--- src/rtl/rand_slot_picker.sv ---
// ============================================================================
//  Module      : rand_slot_picker
//  Description : Reduces a pseudo-random word to a slot index 0..NUM_SLOTS-1
//                by bit-serial modulo, with optional no-repeat bumping.
//  Revision    : 1.0  initial release
// ============================================================================
`default_nettype none

module rand_slot_picker #(
    parameter int RAND_W    = 30,
    parameter int NUM_SLOTS = 9,
    parameter int SLOT_W    = 4,
    parameter int NO_REPEAT = 1
) (
    input  logic              clk,
    input  logic              rst,
    input  logic [RAND_W-1:0] rand_in,
    input  logic              req,
    output logic              busy,
    output logic              valid,
    output logic [SLOT_W-1:0] slot
);

    localparam int                 c_CNT_W    = $clog2(RAND_W + 1);
    localparam logic [SLOT_W:0]    c_MOD      = (SLOT_W + 1)'(NUM_SLOTS);
    localparam logic [SLOT_W:0]    c_MOD_M1   = (SLOT_W + 1)'(NUM_SLOTS - 1);
    localparam logic [c_CNT_W-1:0] c_CNT_LOAD = c_CNT_W'(RAND_W);
    localparam logic [c_CNT_W-1:0] c_CNT_ONE  = c_CNT_W'(1);
    localparam logic [SLOT_W-1:0]  c_SLOT_ONE = SLOT_W'(1);

    typedef enum logic [1:0] {
        S_IDLE   = 2'd0,
        S_REDUCE = 2'd1,
        S_ADJUST = 2'd2,
        S_DONE   = 2'd3
    } state_t;

    state_t              r_state;
    logic [RAND_W-1:0]   r_shift;
    logic [SLOT_W:0]     r_rem;
    logic [c_CNT_W-1:0]  r_cnt;
    logic                r_have_last;
    logic [SLOT_W-1:0]   r_last;
    logic [SLOT_W-1:0]   r_slot;
    logic                r_busy;
    logic                r_valid;

    logic [SLOT_W:0]     w_t;
    logic [SLOT_W:0]     w_rem_next;
    logic                w_repeat;
    logic [SLOT_W-1:0]   w_result;

    // Remainder stays below NUM_SLOTS, so the shifted value is below 2*NUM_SLOTS
    // and a single conditional subtract restores the invariant.
    always_comb begin
        w_t        = {r_rem[SLOT_W-1:0], r_shift[RAND_W-1]};
        w_rem_next = (w_t >= c_MOD) ? (w_t - c_MOD) : w_t;
    end

    always_comb begin
        w_repeat = (NO_REPEAT != 0) && r_have_last && (r_rem == {1'b0, r_last});
        if (!w_repeat) begin
            w_result = r_rem[SLOT_W-1:0];
        end else if (r_rem == c_MOD_M1) begin
            w_result = '0;
        end else begin
            w_result = r_rem[SLOT_W-1:0] + c_SLOT_ONE;
        end
    end

    always_ff @(posedge clk) begin
        if (rst) begin
            r_state     <= S_IDLE;
            r_shift     <= '0;
            r_rem       <= '0;
            r_cnt       <= '0;
            r_have_last <= 1'b0;
            r_last      <= '0;
            r_slot      <= '0;
            r_busy      <= 1'b0;
            r_valid     <= 1'b0;
        end else begin
            case (r_state)
                S_IDLE: begin
                    r_valid <= 1'b0;
                    if (req) begin
                        r_shift <= rand_in;
                        r_rem   <= '0;
                        r_cnt   <= c_CNT_LOAD;
                        r_busy  <= 1'b1;
                        r_state <= S_REDUCE;
                    end
                end
                S_REDUCE: begin
                    r_rem   <= w_rem_next;
                    r_shift <= {r_shift[RAND_W-2:0], 1'b0};
                    r_cnt   <= r_cnt - c_CNT_ONE;
                    if (r_cnt == c_CNT_ONE) begin
                        r_state <= S_ADJUST;
                    end
                end
                S_ADJUST: begin
                    r_slot      <= w_result;
                    r_last      <= w_result;
                    r_have_last <= 1'b1;
                    r_valid     <= 1'b1;
                    r_state     <= S_DONE;
                end
                S_DONE: begin
                    r_valid <= 1'b0;
                    r_busy  <= 1'b0;
                    r_state <= S_IDLE;
                end
                default: begin
                    r_valid <= 1'b0;
                    r_busy  <= 1'b0;
                    r_state <= S_IDLE;
                end
            endcase
        end
    end

    assign busy  = r_busy;
    assign valid = r_valid;
    assign slot  = r_slot;

endmodule

`default_nettype wire
--- config.mk ---
export PLATFORM = sky130hd
export DESIGN_NAME = rand_slot_picker
export DESIGN_NICKNAME = d
export VERILOG_FILES = /design/src/rtl/rand_slot_picker.sv
export SDC_FILE = /design/constraint.sdc
export NUM_CORES = 1
export LEC_CHECK = 0
export ABC_CLOCK_PERIOD_IN_PS = 2400
export CAP_MARGIN = 20
export CORE_UTILIZATION = 54
export DETAILED_ROUTE_END_ITERATION = 7
export PLACE_DENSITY = 0.83
export SKIP_CTS_REPAIR_TIMING = 1
export SYNTH_ARGS = -nofsm -noshare
export SYNTH_HDL_FRONTEND = slang
export SYNTH_SLANG_ARGS = --single-unit
export TNS_END_PERCENT = 1
--- constraint.sdc ---
create_clock -name clk -period 2.4 [get_ports clk]
set_input_delay 0.24 -clock clk [delete_from_list [all_inputs] [get_ports clk]]
set_output_delay 0.24 -clock clk [all_outputs]
set_load 0.01 [all_outputs]
==> results.md <==
- Post-detail-place hpwl: 3940 microns
- Final cycle utilization of the critical path: 87.9%
- Worst-margin pin slew: 0.753 ns
- Full die area: 0.00519 sq mm
- Max-cap violations: 0
- Nets@finish: 401
- Vias: 2321
- WS Path Type: flip-flop to flip-flop
- Routed Wire Length: 5520 microns
- Power per Cell Area: 1300 mW/mm^2
- Total negative setup slack: 0 ns
- Yosys top cell by area: dfxtp_1
- Std cell rows: 25
- Status: finished clean
- Critical path data required time: 2.60 ns
- Hold Path Sink: busy
- Hold Crit Start: busy
- Final setup vio count: 0
- R2r setup slk: 0.29 ns
- Syn nets: 369
- Total core area: 0.00472 sq mm
- Worst R2R End: r_rem[4]
- Final WS setup: 0.291 ns
- Ys flop type: dfxtp_1
- Width of the die: 72.1 microns
- Syn_area_per_cell: 8.18 sq um
- Post-synthesis sequential area ratio: 37.0%
- Most common cell in the netlist: nor2_1
- Peak VDD IR: 0.000576 V
- Synth Area in Simple Gates: 18.6%
- Post-synthesis compound-gate area fraction: 19.4%
- Min-Delay Path Depth: 2
- R2R depth: 7
- Antenna cell count: 0
- Max Slew Vio Count: 0
- Clock slew at reported path FFs: 0.10 ns
- Synth cell count leaders: nor2_1, dfxtp_1, mux2i_1
- Unrepaired setup endpoints after global routing: no
- RePlAce Congestion: 0.892
- Unique masters post-synth: 35
- Synth Area in Adders: 5.67%
- Post-DR vias/cell: 5.47
- Final-report hold violation count: 0
- Pin count of the biggest net entering global routing: 40
- R2r startpoint: r_rem[1]
- Syn. warnings: 0
- Total track usage: 22.6%
- IO Pins: 39
- Post-synth EDFFs: 0
- Fraction of layout cells with a size suffix above 1: 6.16%
- Lkg Pwr: 1.29 nW
- Routed Antenna Nets: 0
- Clock Tree Buf Depth: 2
- WL/cell: 13.0 microns
- Initial core utilization: 56.1%
- Fin crit period: 2.11 ns
- H-tree depth: 2
- Hold Path Class: flip-flop to flip-flop
- PortBufs: 38
- CTS buffer count: 5
- CTS tree: built
- Initial DRC count: 197
- Total gr overflow: 0
- Worst-Skew Late Latency: 0.31 ns
- Post-Syn Area: 0.00265 sq mm
- DRC: 0
- Slew HR: 49.2%
- Top post-synthesis cells by area: dfxtp_1, nor2_1, mux2i_1
- Max Freq: 0.474 GHz
- Setup crit start kind: flip-flop
- Clk sinks: 49
- Area grow syn2layout: 20.7%
- Initial antenna violation count: 0
- Vias in the first global route: 2087
- Yosys top cell area share: 37.0%
- CTS Root Cell: clkbuf_8
- Post-synthesis xor/xnor area fraction: 1.65%
- Largest family of logic cells by synthesized area: compound AO/OA/AOI/OAI gates
- Post-synth ARST share: 0%
- First-pass GRT wire length: 9270 microns
- Yosys reg bits: 49
- Worst Setup End Kind: flip-flop
- Post-layout util: 67.7%
- Die height: 72.1 microns
- Max Fanout on Critical Path: 10
- Fin Clk Skew: 0.0116 ns
- First drt pass iteration count: 4
- Synth Instances: 324
- Setup WS pre-CTS: 0.341 ns
- Fraction of synthesized area in multiplexers: 9.44%
- CP arrival: 2.30 ns
==> metrics by stage <==
stage / area (sq um) / cells / hold slack (ns) / total power (W)
after floorplan: 2650 / 324 / 0.436 / 0.00293
after CTS: 3200 / 424 / 0.474 / 0.00419
after global placement: 3060 / 416 / 0.447 / 0.00339
after detailed placement: 3060 / 416 / 0.453 / 0.00348
after global routing: 3200 / 424 / 0.499 / 0.00450
final: 3200 / 424 / 0.471 / 0.00417
==> worst max-delay path by stage <==
stage | start | to | cells past startpoint
CTS | r_state[0] | r_rem[3] | 5
detailed placement | r_rem[0] | r_rem[4] | 7
floorplan | r_rem[0] | r_rem[4] | 7
finish | r_rem[1] | r_rem[4] | 7
global placement | r_rem[0] | r_rem[4] | 7
global route | r_rem[1] | r_rem[4] | 7
==> kinds of logic after synthesis <==
kind of cell,count (synthesis)
compound gates,78
xor+xnor,5
fa+ha+maj,12
buf+inv,43
flops,49
mux,25
simple gates,112
==> power by group <==
| group | switching, W | total, W | internal, W |
|---|---|---|---|
| Clock | 0.000281 | 0.000695 | 0.000414 |
| Sequential | 0.000211 | 0.00133 | 0.00112 |
| Combinational | 0.00121 | 0.00214 | 0.000933 |
==> cell usage in the layout (no fill, tap or decap), types with 2 or more instances in the layout <==
cell / n
nor2_1: 69
dfxtp_1: 49
clkdlybuf4s50_1: 38
mux2i_1: 25
a211oi_1: 24
inv_1: 20
o21ai_0: 16
a31oi_1: 13
nand2_1: 12
nor3_1: 12
a21oi_1: 11
ha_1: 11
buf_4: 9
nand3_1: 7
clkbuf_8: 5
nand2b_1: 4
xnor2_1: 3
nor2b_1: 2
a32o_1: 2
a32oi_1: 2
a221oi_1: 2
xor2_1: 2
nand3b_1: 2
bufinv_16: 2
==> layer usage <==
metal | global-route usage [%] | up-vias | wire, microns
met2 | 39.2 | 53 | 2830
met4 | 8.50 | 0 | 82
met5 | 0 | - | 0
li1 | - | 1187 | -
met3 | 4.72 | 6 | 195
met1 | 27.8 | 1075 | 2410
==> worst max-delay path, cell delays in order (launching register included) <==
cell,delay [ns]
dfxtp_1,0.53
inv_1,0.14
ha_1,0.24
a21boi_0,0.42
nand2_1,0.15
a32o_1,0.29
a32oi_1,0.18
nor2_1,0.06
==> registers in the layout, indices dropped and copies added, names as in the netlist <==
register / flops
r_rem: 5
valid: 1
r_cnt: 5
busy: 1
r_shift: 30
r_have_last: 1
slot: 4
r_state: 2
==> final cells by class <==
class | count | area (sq um)
fill | 398 | 1530
multi-input combinational | 232 | 1460
sequential | 49 | 981
timing repair buffer | 48 | 468
tap | 67 | 83.8
inverter | 20 | 75.1
clock buffer | 5 | 68.8
clock inverter | 3 | 65.1
Power figures use the tool's default switching activity.
